[src/rtl/win_check_sequencer_if.sv]
// Bundle of the request, checker and board-read-port signals around win_check_sequencer.
// The slave modport is the sequencer; the master modport is whatever surrounds it.
interface win_check_sequencer_if;
    logic       check_req;
    logic [2:0] drop_row;
    logic [2:0] drop_col;
    logic       busy;
    logic       done;
    logic       win;
    logic [1:0] winner;
    logic [3:0] win_dir;

    logic       chk_start;
    logic [2:0] chk_row;
    logic [2:0] chk_col;
    logic [3:0] chk_direction;
    logic       chk_finished;
    logic [1:0] chk_winner;
    logic [2:0] chk_rd_row;
    logic [2:0] chk_rd_col;

    logic       host_rd_req;
    logic [2:0] host_rd_row;
    logic [2:0] host_rd_col;
    logic       host_rd_gnt;
    logic [2:0] mem_rd_row;
    logic [2:0] mem_rd_col;

    modport slave (
        input  check_req, drop_row, drop_col,
        output busy, done, win, winner, win_dir,
        output chk_start, chk_row, chk_col, chk_direction,
        input  chk_finished, chk_winner, chk_rd_row, chk_rd_col,
        input  host_rd_req, host_rd_row, host_rd_col,
        output host_rd_gnt, mem_rd_row, mem_rd_col
    );

    modport master (
        output check_req, drop_row, drop_col,
        input  busy, done, win, winner, win_dir,
        input  chk_start, chk_row, chk_col, chk_direction,
        output chk_finished, chk_winner, chk_rd_row, chk_rd_col,
        output host_rd_req, host_rd_row, host_rd_col,
        input  host_rd_gnt, mem_rd_row, mem_rd_col
    );
endinterface

[src/rtl/win_check_sequencer.sv]
// Purpose: walks directions 1..13 after a drop, starts the checker on in-board windows only, arbitrates the board read port.
// Latency: 1 cycle per skipped direction, START + checker time per legal one, stops on the first win.
// Backpressure: check_req while busy is dropped; host reads are refused while busy, otherwise granted combinationally.
module win_check_sequencer #(
    parameter int ROWS = 6,
    parameter int COLS = 7
) (
    input  logic                  clk,
    input  logic                  rst_n,
    win_check_sequencer_if.slave  bus
);

    localparam logic [3:0] ROW_MAX = 4'(ROWS - 1);
    localparam logic [3:0] COL_MAX = 4'(COLS - 1);
    localparam logic [3:0] DIR_LAST = 4'd13;

    typedef enum logic [2:0] {IDLE, SELECT, START, WAIT, FINISH} state_t;

    state_t     state_q, state_d;
    logic [3:0] dir_q, dir_d;
    logic [2:0] row_q, row_d;
    logic [2:0] col_q, col_d;
    logic       win_q, win_d;
    logic [1:0] winner_q, winner_d;
    logic [3:0] win_dir_q, win_dir_d;
    logic       busy;
    logic       gnt;

    // Window cells are row r-back..r+fwd; all sums done in 4 bits so edge cells cannot wrap.
    function automatic logic dir_legal(input logic [3:0] d, input logic [2:0] row, input logic [2:0] col);
        logic [3:0] r, c, k, back, fwd;
        logic       ok;
        r  = {1'b0, row};
        c  = {1'b0, col};
        k  = 4'd1;
        ok = 1'b0;
        if (d >= 4'd2 && d <= 4'd5)
            k = d - 4'd1;
        else if (d >= 4'd6 && d <= 4'd9)
            k = d - 4'd5;
        else if (d >= 4'd10 && d <= 4'd13)
            k = d - 4'd9;
        back = 4'd4 - k;
        fwd  = k - 4'd1;
        if (d == 4'd1)
            ok = (r >= 4'd3);
        else if (d >= 4'd2 && d <= 4'd5)
            ok = (c >= back) && (c + fwd <= COL_MAX);
        else if (d >= 4'd6 && d <= 4'd9)
            ok = (r >= back) && (c >= back) && (r + fwd <= ROW_MAX) && (c + fwd <= COL_MAX);
        else if (d >= 4'd10 && d <= 4'd13)
            ok = (r >= back) && (c >= fwd) && (r + fwd <= ROW_MAX) && (c + back <= COL_MAX);
        return ok;
    endfunction

    always_ff @(posedge clk or negedge rst_n) begin
        if (!rst_n) begin
            state_q   <= IDLE;
            dir_q     <= 4'd0;
            row_q     <= 3'd0;
            col_q     <= 3'd0;
            win_q     <= 1'b0;
            winner_q  <= 2'd0;
            win_dir_q <= 4'd0;
        end else begin
            state_q   <= state_d;
            dir_q     <= dir_d;
            row_q     <= row_d;
            col_q     <= col_d;
            win_q     <= win_d;
            winner_q  <= winner_d;
            win_dir_q <= win_dir_d;
        end
    end

    always_comb begin
        state_d   = state_q;
        dir_d     = dir_q;
        row_d     = row_q;
        col_d     = col_q;
        win_d     = win_q;
        winner_d  = winner_q;
        win_dir_d = win_dir_q;
        case (state_q)
            IDLE: begin
                if (bus.check_req) begin
                    row_d     = bus.drop_row;
                    col_d     = bus.drop_col;
                    dir_d     = 4'd1;
                    win_d     = 1'b0;
                    winner_d  = 2'd0;
                    win_dir_d = 4'd0;
                    state_d   = SELECT;
                end
            end
            SELECT: begin
                if (dir_legal(dir_q, row_q, col_q))
                    state_d = START;
                else if (dir_q == DIR_LAST)
                    state_d = FINISH;
                else
                    dir_d = dir_q + 4'd1;
            end
            START: state_d = WAIT;
            WAIT: begin
                if (bus.chk_finished) begin
                    // An all-empty window reports 00 and must not count as a win.
                    if (bus.chk_winner != 2'd0) begin
                        win_d     = 1'b1;
                        winner_d  = bus.chk_winner;
                        win_dir_d = dir_q;
                        state_d   = FINISH;
                    end else if (dir_q == DIR_LAST) begin
                        state_d = FINISH;
                    end else begin
                        dir_d   = dir_q + 4'd1;
                        state_d = SELECT;
                    end
                end
            end
            FINISH: state_d = IDLE;
            default: state_d = IDLE;
        endcase
    end

    assign busy = (state_q == SELECT) || (state_q == START) || (state_q == WAIT);
    assign gnt  = bus.host_rd_req && !busy;

    assign bus.busy          = busy;
    assign bus.done          = (state_q == FINISH);
    assign bus.win           = win_q;
    assign bus.winner        = winner_q;
    assign bus.win_dir       = win_dir_q;
    assign bus.chk_start     = (state_q == START);
    assign bus.chk_row       = row_q;
    assign bus.chk_col       = col_q;
    assign bus.chk_direction = dir_q;
    assign bus.host_rd_gnt   = gnt;
    assign bus.mem_rd_row    = gnt ? bus.host_rd_row : bus.chk_rd_row;
    assign bus.mem_rd_col    = gnt ? bus.host_rd_col : bus.chk_rd_col;

endmodule

[src/flat_wrapper.sv]
// flat-port wrapper written by rule: the top's interface ports become plain ports
module win_check_sequencer_flat 
#(
    parameter int ROWS = 6,
    parameter int COLS = 7
)
  (clk, rst_n, bus_check_req, bus_drop_row, bus_drop_col, bus_busy, bus_done, bus_win, bus_winner, bus_win_dir, bus_chk_start, bus_chk_row, bus_chk_col, bus_chk_direction, bus_chk_finished, bus_chk_winner, bus_chk_rd_row, bus_chk_rd_col, bus_host_rd_req, bus_host_rd_row, bus_host_rd_col, bus_host_rd_gnt, bus_mem_rd_row, bus_mem_rd_col);
  win_check_sequencer_if bus_i ();
  input  logic clk;
  input  logic rst_n;
  input wire logic [$bits(bus_i.check_req)-1:0] bus_check_req;
  input wire logic [$bits(bus_i.drop_row)-1:0] bus_drop_row;
  input wire logic [$bits(bus_i.drop_col)-1:0] bus_drop_col;
  output wire logic [$bits(bus_i.busy)-1:0] bus_busy;
  output wire logic [$bits(bus_i.done)-1:0] bus_done;
  output wire logic [$bits(bus_i.win)-1:0] bus_win;
  output wire logic [$bits(bus_i.winner)-1:0] bus_winner;
  output wire logic [$bits(bus_i.win_dir)-1:0] bus_win_dir;
  output wire logic [$bits(bus_i.chk_start)-1:0] bus_chk_start;
  output wire logic [$bits(bus_i.chk_row)-1:0] bus_chk_row;
  output wire logic [$bits(bus_i.chk_col)-1:0] bus_chk_col;
  output wire logic [$bits(bus_i.chk_direction)-1:0] bus_chk_direction;
  input wire logic [$bits(bus_i.chk_finished)-1:0] bus_chk_finished;
  input wire logic [$bits(bus_i.chk_winner)-1:0] bus_chk_winner;
  input wire logic [$bits(bus_i.chk_rd_row)-1:0] bus_chk_rd_row;
  input wire logic [$bits(bus_i.chk_rd_col)-1:0] bus_chk_rd_col;
  input wire logic [$bits(bus_i.host_rd_req)-1:0] bus_host_rd_req;
  input wire logic [$bits(bus_i.host_rd_row)-1:0] bus_host_rd_row;
  input wire logic [$bits(bus_i.host_rd_col)-1:0] bus_host_rd_col;
  output wire logic [$bits(bus_i.host_rd_gnt)-1:0] bus_host_rd_gnt;
  output wire logic [$bits(bus_i.mem_rd_row)-1:0] bus_mem_rd_row;
  output wire logic [$bits(bus_i.mem_rd_col)-1:0] bus_mem_rd_col;
  assign bus_i.check_req = bus_check_req;
  assign bus_i.drop_row = bus_drop_row;
  assign bus_i.drop_col = bus_drop_col;
  assign bus_busy = bus_i.busy;
  assign bus_done = bus_i.done;
  assign bus_win = bus_i.win;
  assign bus_winner = bus_i.winner;
  assign bus_win_dir = bus_i.win_dir;
  assign bus_chk_start = bus_i.chk_start;
  assign bus_chk_row = bus_i.chk_row;
  assign bus_chk_col = bus_i.chk_col;
  assign bus_chk_direction = bus_i.chk_direction;
  assign bus_i.chk_finished = bus_chk_finished;
  assign bus_i.chk_winner = bus_chk_winner;
  assign bus_i.chk_rd_row = bus_chk_rd_row;
  assign bus_i.chk_rd_col = bus_chk_rd_col;
  assign bus_i.host_rd_req = bus_host_rd_req;
  assign bus_i.host_rd_row = bus_host_rd_row;
  assign bus_i.host_rd_col = bus_host_rd_col;
  assign bus_host_rd_gnt = bus_i.host_rd_gnt;
  assign bus_mem_rd_row = bus_i.mem_rd_row;
  assign bus_mem_rd_col = bus_i.mem_rd_col;
  win_check_sequencer #(.ROWS(ROWS), .COLS(COLS)) u_core (.clk(clk), .rst_n(rst_n), .bus(bus_i));
endmodule
[config.mk]
export PLATFORM = sky130hd
export DESIGN_NAME = win_check_sequencer_flat
export DESIGN_NICKNAME = d
export VERILOG_FILES = /design/src/rtl/win_check_sequencer_if.sv /design/src/rtl/win_check_sequencer.sv /design/src/flat_wrapper.sv
export SDC_FILE = /design/constraint.sdc
export NUM_CORES = 1
export LEC_CHECK = 0
export ABC_AREA = 1
export CAP_MARGIN = 30
export CORE_MARGIN = 2
export CORE_UTILIZATION = 50
export DETAILED_ROUTE_END_ITERATION = 10
export PLACE_DENSITY = 0.92
export RECOVER_POWER = 100
export SKIP_LAST_GASP = 1
export SYNTH_ARGS = -nofsm -noshare
export SYNTH_HDL_FRONTEND = slang
export SYNTH_SLANG_ARGS = --single-unit
[constraint.sdc]
create_clock -name clk -period 3.99 [get_ports clk]
set_clock_uncertainty 0.05 [all_clocks]
set_input_delay 0.798 -clock clk [delete_from_list [all_inputs] [get_ports clk]]
set_output_delay 0.798 -clock clk [all_outputs]
set_load 0.02 [all_outputs]
==> summary.txt <==
Power
  • Clock power share: 8.1%
  • Comb pwr share: 76.5%
  • Int Pwr: 1130 uW
  • PwrDens: 946 mW/mm^2
  • Sw frac: 55.0%
  • Flop pwr share: 15.3%
  • Leak Pwr: 0.00144 uW
  • NetSw: 1380 uW
  • Peak VDD IR: 0.485 mV
  • Design Power: 2520 uW

Critical path
  • Critical path type: reg2reg
  • Worst setup EP type: flip-flop
  • Worst-path fanout max: 6
  • CP required: 4130 ps
  • CP delay by family, top: simple AND/OR/NAND/NOR gates
  • CP arrival: 3800 ps
  • Type of origin of the critical path: flip-flop
  • Most common cell on crit path: nand2_1
  • Critical R2R Launch: u_core.bus.chk_direction[0]
  • CP peak stage delay: 440 ps
  • CP bufs+invs: 3
  • Worst setup path startpoint: u_core.bus.chk_direction[0]
  • Crit-path slowest cell: dfrtp_2

Clock tree
  • H-Tree Level Count: 1
  • CTS hold repair buffers: 0
  • Setup Buffers After CTS: 0
  • TritonCTS clock tree: yes
  • Total CTS buffers: 3
  • Post_cts resized: 0
  • CTS Buffer Depth: 2
  • Clk_lat worst skew: 260 ps
  • Worst-path clk slew: 70 ps
  • Clock sink count: 20
  • Root Buffer: clkbuf_8

Placed design
  • Total placed instance area: 0.00257 mm^2
  • Post-DP HPWL: 4.09 mm
  • Placement Setup Slack: 205 ps
  • Placer Congestion: 0.910
  • PortBufs: 51

Floorplanning
  • Starting Density: 51.2%
  • Std-Cell Rows: 23
  • Die area: 0.00453 mm^2
  • IO Count: 52
  • Die height: 67.3 um
  • Die X: 67.3 um
  • Core Box Area: 0.00391 mm^2

Cells and area
  • Area Growth Syn to Fin: 32.6%
  • Commonest non-fill, non-tap cell in the layout: nand2_1
  • Layout cells sized above 1: 12.8%
  • Fill count: 338
  • Nets: 397
  • Most frequent cells in the layout: 82 x nand2_1, 38 x inv_1, 29 x nor2_1, 29 x dlygate4sd3_1, 23 x ha_1
  • Final instance area: 0.00266 mm^2
  • ANT cells: 0

STA
  • Final worst setup slack: 331 ps
  • Slew @ Worst Pin: 917 ps
  • Max Transition Viols Final: 0
  • Slew headroom: 38.6%
  • Hold_ws: 452 ps
  • Tcrit/Tclk final: 91.7%
  • Max Freq: 0.273 GHz
  • Fin. Hold Viols: 0
  • Setup TNS: 0 ps
  • Final setup viols: 0
  • Minimum clock period: 3660 ps
  • RSZ-0062 raised after global routing: no

Logic synthesis
  • Synthesized area: 0.00200 mm^2
  • Yosys cell types: 34
  • Mean Syn Cell Area: 6.91 um^2
  • Post-synthesis net count: 341
  • Seq/Total Area, Yosys: 25.0%
  • Synth warn: 0
  • Largest area contributor in the netlist: dfrtp_1
  • Share of the synthesized area in the top cell type: 25.0%
  • Synth area leaders: dfrtp_1 25%, nand2_1 15%, ha_1 14%
  • Synthesized flop and latch total: 20
  • Syn Inst Count: 290

Detailed routing
  • Antenna Violating Nets Remaining: 0
  • 1st-iter DRT viols: 73
  • Pre-antenna DRT Iters: 4
  • # DRC: 0
  • WL/cell: 13.2 um
  • Vias per std cell: 5.04
  • Vias: 1992
  • Routed wire length: 5.21 mm

GRT
  • Grt peak-use layer: met2
  • Number of global-route vias before repair: 1889
  • Met1 Usage GRT: 29.3%
  • GRT Total Usage: 24.5%
  • GR Util met2: 48.5%
  • Grt met3 use: 1.00%
  • Total grt overflow: 0
  • Largest net degree at the start of global routing: 21
  • Initial antenna violation count: 0
  • First-pass GRT wire length: 8.50 mm

Min path
  • Hold Crit Class: reg2reg
  • Critical hold path startpoint: u_core.bus.win

Outcome
  • Status: completed

Run
  • Max-Cap Viols: 0
==> final cells by class <==
type	count	area, um^2	area share (%)
clock buffers	3	41.3	1.55
multi-input cells	221	1310	49.2
flip-flops and latches	20	502	18.9
repair buffers	54	533	20.0
inverters	46	181	6.82
clock inverters	1	30.0	1.13
well taps	50	62.6	2.35
==> path summary, 6_finish.rpt <==
path                                               end  cells after the start  slack [ps]
min in group asynchronous  u_core.bus.chk_direction[3]                      1        1060
min reg2reg                             u_core.bus.win                      2         450
max reg2reg                u_core.bus.chk_direction[0]                     25         330
max in group asynchronous  u_core.bus.chk_direction[0]                      1        2200
max                        u_core.bus.chk_direction[0]                     25         330
min                                     u_core.bus.win                      2         450
==> metal layers <==
| layer | part of all wire, % | vias to the layer above |
|---|---|---|
| met5 | 0 | - |
| met4 | 0.56 | 0 |
| met3 | 3.8 | 4 |
| met2 | 55 | 50 |
| met1 | 41 | 920 |
| li1 | - | 1018 |
==> synth_stat cells (all sizes together) <==
master and number:
o31ai 1, or2 2, ha 23, a21oi 10, nor4 1, fa 3, dfrtp 20, nand3b 2
buf 3, xnor2 1, o21bai 2, o21ai 11, xor2 4, nand3 23, o32ai 1, inv 44
nor3 2, a31oi 1, nor2 34, nand2 96, nand4 1, clkinv 2, a211oi 3
==> state kept, by name, indices dropped and copies added (netlist names) <==
signal                    cells
u_core.bus.chk_row            3
u_core.bus.chk_col            3
u_core.bus.winner             2
u_core.bus.chk_direction      4
u_core.bus.win                1
u_core.bus.win_dir            4
u_core.state_q                3
==> cells by family after synthesis <==
kind of cell	count (synthesis)	synth area share [%]
AO/OA/AOI/OAI	29	8.49
XOR/XNOR	5	2.18
AND/OR/NAND/NOR	161	36.6
buffers and inverters	49	10.4
adder cells (fa/ha/maj)	26	17.4
flip-flops	20	25.0
==> stage by stage <==
stage | util, % | cells
2_1_floorplan | - | 290
3_3_place_gp | 65.7 | 391
3_5_place_dp | 65.7 | 391
4_1_cts | 67.6 | 395
5_1_grt | 67.9 | 395
6_report | 67.9 | 395
==> power groups by stage <==
stage | sequential [uW] | combinational (uW) | clock (uW)
6_report | 386 | 1920 | 205
5_1_grt | 395 | 2170 | 212
4_1_cts | 382 | 1880 | 203
3_5_place_dp | 384 | 1850 | 0
3_3_place_gp | 381 | 1770 | 0
2_1_floorplan | 432 | 1260 | 0
==> worst min-delay path, cell delays in order (launching register included) <==
cell     delay (ps)
dfrtp_1         350
nand2_1          60
nand2_1          60
(Power assumes the default switching activity.)
==> variant 1: new RTL, same settings <==
The 5 states of `state_t` get a one-hot encoding in 5 bits.
--- a/src/rtl/win_check_sequencer.sv
+++ b/src/rtl/win_check_sequencer.sv
@@ -16,3 +16,3 @@
 
-    typedef enum logic [2:0] {IDLE, SELECT, START, WAIT, FINISH} state_t;
+    typedef enum logic [4:0] {IDLE = 5'b00001, SELECT = 5'b00010, START = 5'b00100, WAIT = 5'b01000, FINISH = 5'b10000} state_t;
 
Check against the original RTL: no difference found for any inputs over 10 cycles, from zero or initial values and one cycle with rst_n low; not proved beyond that.
==> variant 1 against the original RTL <==
Global-route usage down 1.4 points. Worst setup slack got worse by 130 ps. Die area grew 5.6%. Total power is 9.6% lower. Combinational power down 13%. Sequential cell count up 2. Sequential share of layout area rose by 1.0 points. Non-clock buffer count is 1 lower. Synthesized area rose by 5.9%. Critical path depth unchanged. Wire length increased by 6.2%. Cell area is 4.8% higher. Largest power group unchanged.
==> variant 1: results (changes against the original RTL) <==
[run_status]
outcome=finished clean

[synthesis]
synth.area.mux_share=0  ; unchanged
yosys-top-cells-area=dfrtp_1 25%, nand2_1 14%, ha_1 14%
synth_nets=345  ; +1.2%
synth-compound-area-share=0.08780  ; +0.002908
synth.yosys.seq_area_share=0.2599  ; +0.01018
synthesis.instances=294  ; +1.4%
async_flop_share=1.000  ; unchanged
ys_warn_count=0  ; unchanged
synth_cell_types=37  ; +8.8%
synth_adder_area_share=0.1638  ; -0.009715
synth_ff_type=dfrtp_1
synth_common_cells=80 x nand2_1, 52 x inv_1, 23 x ha_1, 22 x nor2_1, 21 x dfrtp_1
synth_xor_xnor_area_share=0.02062  ; -0.001223

[route]
viasPerCell=5.378  ; +6.7%
wl_per_cell_um=13.86  ; +5.2%
drt_iter0_markers=106  ; +45%
drtPass1Iterations=4  ; unchanged

[clock_network]
clock_latency_ps=270
cts_resized=0  ; unchanged
cts_buffers=3  ; unchanged
hold_buffers=0  ; unchanged
clockBufferDepth=2  ; unchanged
cts_root_buffer=clkbuf_8
clkTransAtPathRegs_ps=80
h-tree-depth=1  ; unchanged
post_cts_buffers=0  ; unchanged

[critical_path]
crit_family=simple AND/OR/NAND/NOR gates
slowest_delay_ps=480  ; +40 ps
worstPathMaxFanout=8  ; +2
crit_arrival_ps=3940  ; +140 ps

[grt]
grt_pass1_wl_um=9128  ; +7.4%
grt_max_degree=23  ; +9.5%
antenna_found_initial=0  ; unchanged
grt_usage=0.2310  ; -0.01351
grt_pass1_vias=2021  ; +7.0%

[cells_and_area]
fill_cells=302  ; -11%
layout.cells.non_filler=399  ; +1.0%
num_antenna_cells=0  ; unchanged
fin_nets=401  ; +1.0%
largest_register=u_core.state_q
drive_gt1_frac=0.1232  ; -0.004327
largest_register_ffs=5

[placed_design]
io_buffers=51  ; unchanged
gp_congestion=0.9311  ; +2.4%
dp.cells=394  ; +0.77%
hpwl_um=4257  ; +4.2%

[worst_hold_path]
hp-class=reg -> reg

[power_and_ir_drop]
leakage_uw=0.001501  ; +4.1%
powerDensity_nw_per_um2=815.7  ; -14%
max-vdd-ir-drop_mv=0.4427  ; -8.7%

[sta]
slew_headroom=0.2378  ; -0.1486

==> variant 1: cell types whose count changed after synthesis, moves of 3 or more <==
cell	before	now
nor2_1	29	22
nand4_1	1	4
inv_1	39	52
nand2_2	12	7
a21oi_1	10	5
o21ai_0	11	14
==> variant 1: worst min-delay path: cells and delay by family (launching register included) <==
| family | cells | cell delay (ps) |
|---|---|---|
| AND/OR/NAND/NOR | 2 | 120 |
| flip-flops | 1 | 360 |
==> variant 1: per-layer routing <==
metal,share of wire,wire (um),vias to the layer above,track usage
met4,0.029,161,0,0.06754
met5,0,0,-,0
met2,0.51,2840,80,0.4060
met1,0.40,2220,1014,0.2901
li1,-,-,1033,-
met3,0.056,309,19,0.03801
==> variant 1: kinds of logic after synthesis <==
group                    Yosys count
XOR/XNOR                           5
AO/OA/AOI/OAI                     29
AND/OR/NAND/NOR                  154
buffers and inverters             58
adder cells (fa/ha/maj)           26
flip-flops                        22
==> variant 1: final cells by class <==
type	instances	area, um2	share of cell area
Timing Repair Buffer	53	521.8	0.1872
Sequential cell	22	554.3	0.1989
Clock buffer	3	41.29	0.01482
Inverter	56	212.7	0.07634
Clock inverter	1	30.03	0.01078
Tap cell	50	62.56	0.02245
Multi-Input combinational cell	214	1364	0.4894
==> variant 1: where the power goes <==
part           switching [uW]  internal (uW)  total [uW]
sequential               97.3            296         393
combinational            1040            629        1670
clock                    76.4            134         210
==> variant 1: final timing paths <==
path,startpoint,to,slack (ps),depth (start not counted)
setup / recovery,u_core.bus.chk_direction[1],u_core.bus.chk_direction[1],200,25
hold / removal,u_core.bus.win,u_core.bus.win,460,2
setup reg to reg,u_core.bus.chk_direction[1],u_core.bus.chk_direction[1],200,25
hold reg to reg,u_core.bus.win,u_core.bus.win,460,2
max in group asynchronous,rst_n,u_core.bus.chk_direction[0],1860,2
min in group asynchronous,rst_n,u_core.state_q[3],700,1
==> variant 1: stage by stage <==
| step | worst slack [ps] | util | total power, uW | cell area (um2) |
|---|---|---|---|---|
| floorplan | 429.7 | - | 1551 | 2123 |
| global placement | 239.6 | 0.6624 | 1945 | 2688 |
| detailed placement | 36.35 | 0.6624 | 2011 | 2688 |
| CTS | 1.309 | 0.6799 | 2241 | 2759 |
| global route | -36.65 | 0.6867 | 2474 | 2786 |
| finish | 204.9 | 0.6867 | 2273 | 2786 |
==> variant 2: new RTL, same flow settings <==
Without the edit above. `COLS` is set to 7 in 2 places; all go to 3.
--- a/src/rtl/win_check_sequencer.sv
+++ b/src/rtl/win_check_sequencer.sv
@@ -5,3 +5,3 @@
     parameter int ROWS = 6,
-    parameter int COLS = 7
+    parameter int COLS = 3
 ) (
--- a/src/flat_wrapper.sv
+++ b/src/flat_wrapper.sv
@@ -4,3 +4,3 @@
     parameter int ROWS = 6,
-    parameter int COLS = 7
+    parameter int COLS = 3
 )
Check against the original RTL: not equivalent (Yosys sat finds a counterexample within 4 cycles, from zero or initial values and one cycle with rst_n low).
==> variant 2 against the original RTL <==
Synthesized area grew 2.1%. Worst setup slack worse by 180 ps. Total power grew 8.6%. Cell area increased by 3.5%. Wire length grew 12%. Utilization grew 1.3 points. Highest routed layer unchanged. Sequential cell count unchanged.
==> variant 2: results (changes against the original RTL) <==
[route]
routed_wirelength_um=5818  ; +12%
drt_iter0_markers=97  ; +33%
wl_per_cell_um=14.58  ; +11%
drtPass1Iterations=5  ; +1
viasPerCell=5.446  ; +8.0%

[clock_network]
h-tree-depth=1  ; unchanged
cts_buffers=3  ; unchanged
clock_latency_ps=270
clkTransAtPathRegs_ps=80
clockBufferDepth=2  ; unchanged
cts_root_buffer=clkbuf_8

[worst_hold_path]
holdPathStages=2  ; unchanged
hp-class=reg -> reg
hold_start=u_core.bus.win
worst_hold_path.endpoint=u_core.bus.win

[synthesis]
synth_nets=345  ; +1.2%
async_flop_share=1.000  ; unchanged
synth_cell_types=35  ; +2.9%
synth.yosys.seq_area_share=0.2445  ; -0.005189
synth.avg_cell_area_um2=6.962  ; +0.73%
synth_common_cells=81 x nand2_1, 39 x inv_1, 31 x nor2_1, 27 x nand3_1, 23 x ha_1
ys_warn_count=0  ; unchanged
yosys-top-cells-area=dfrtp_1 24%, nand2_1 15%, ha_1 14%
synth_ff_type=dfrtp_1

[placed_design]
hpwl_um=4331  ; +6.0%
gp_congestion=0.9138  ; +0.47%
dp.cells=393  ; +0.51%
place_area_um2=2611  ; +1.5%
io_buffers=51  ; unchanged
pre_cts_ws_ps=1.657  ; -203.1 ps

[power_and_ir_drop]
leakage_uw=0.001463  ; +1.5%
max-vdd-ir-drop_mv=0.5902  ; +22%
switching_power_uw=1514  ; +9.4%

[critical_path]
r2r_slack_ps=150  ; -180 ps
crit_arrival_ps=4000  ; +200 ps
worstPathMaxFanout=6  ; unchanged
rr_worst_depth=24  ; -4.0%
r2r_end=u_core.bus.chk_direction[2]
r2r-start=u_core.bus.chk_direction[0]

[run_status]
outcome=finished clean

[cells_and_area]
num_antenna_cells=0  ; unchanged
drive_gt1_frac=0.1347  ; +0.007134
fin_nets=401  ; +1.0%
fill_cells=299  ; -12%

[sta]
slew_headroom=0.3819  ; -0.004453
finalSetupViolCount=0  ; unchanged

[grt]
grt_pass1_wl_um=9384  ; +10%
grt_max_degree=21  ; unchanged
grt_usage=0.2652  ; +0.02063
antenna_found_initial=0  ; unchanged

[variant 2: worst max path at each step]
stage,slack (ps),end,startpoint,cells past startpoint
final,150,u_core.bus.chk_direction[2],u_core.bus.chk_direction[0],24
after global routing,-120,u_core.bus.chk_direction[2],u_core.bus.chk_direction[0],25
after CTS,10,u_core.bus.chk_direction[2],u_core.bus.chk_direction[0],24
after detailed placement,2,u_core.bus.chk_direction[0],u_core.bus.chk_direction[0],24
after global placement,240,u_core.bus.chk_direction[0],u_core.bus.chk_direction[0],23
after floorplan,110,u_core.bus.chk_direction[0],u_core.bus.chk_direction[0],25
[variant 2: through the flow]
stage	power [uW]	setup TNS, ps	hold slack, ps
2_1_floorplan	1802	0	452.4
3_3_place_gp	2291	0	419.6
3_5_place_dp	2393	0	433.5
4_1_cts	2635	0	455.0
5_1_grt	2988	-404.5	469.8
6_report	2731	0	446.8
[variant 2: cells by family (layout without fill, tap and decap cells)]
logic type	count (synthesis)	after routing	share of synthesized area
AOI/OAI and AO/OA	29	29	0.08191
xor gates and xnor gates	3	3	0.01284
adders and majority gates	26	26	0.1699
buffers and inverters	49	104	0.09536
DFF	20	20	0.2445
muxes	3	3	0.01650
and+or+nand+nor	164	164	0.3790
[variant 2: timing repair]
action	4_1_cts	5_1_grt
resized for setup	1	12
setup endpoints to repair	6	7
pin swaps	0	3
buffers inserted	0	2
[variant 2: routing by layer]
layer / share of wire / track usage
met1: 0.40 / 0.3207
met2: 0.52 / 0.4660
met3: 0.043 / 0.02961
met4: 0.029 / 0.1275
met5: 0 / 0
[variant 2: worst max-delay path: stages, from the launching register on]
cell	delay, ps
dfrtp_2	470
inv_2	140
ha_1	210
nor2_4	60
nor2_1	170
nor2_2	90
nand3_4	120
inv_2	70
nor2_1	160
inv_1	70
ha_1	310
inv_1	90
fa_1	450
xor2_1	190
o21ai_0	110
a211o_1	230
nor2_1	100
nand2_1	70
nand2_1	90
nand3_2	80
nand2_2	80
nand3_4	110
nand2_4	110
nand2_1	70
nand2_1	80
[variant 2: power by group through the flow]
stage	clock network [uW]	registers [uW]	logic (uW)
finish	211	397	2120
global placement	0	386	1910
CTS	208	388	2040
detailed placement	0	391	2000
global route	220	408	2360
floorplan	0	451	1350
[variant 2: area by class of cell]
class	instances	area, um2	area share
clock buffer	3	41.29	0.01501
tap	50	62.56	0.02274
multi-input combinational	225	1404	0.5102
clock inverter	1	30.03	0.01091
timing repair buffer	55	540.5	0.1965
sequential	20	501.7	0.1824
inverter	45	171.4	0.06230
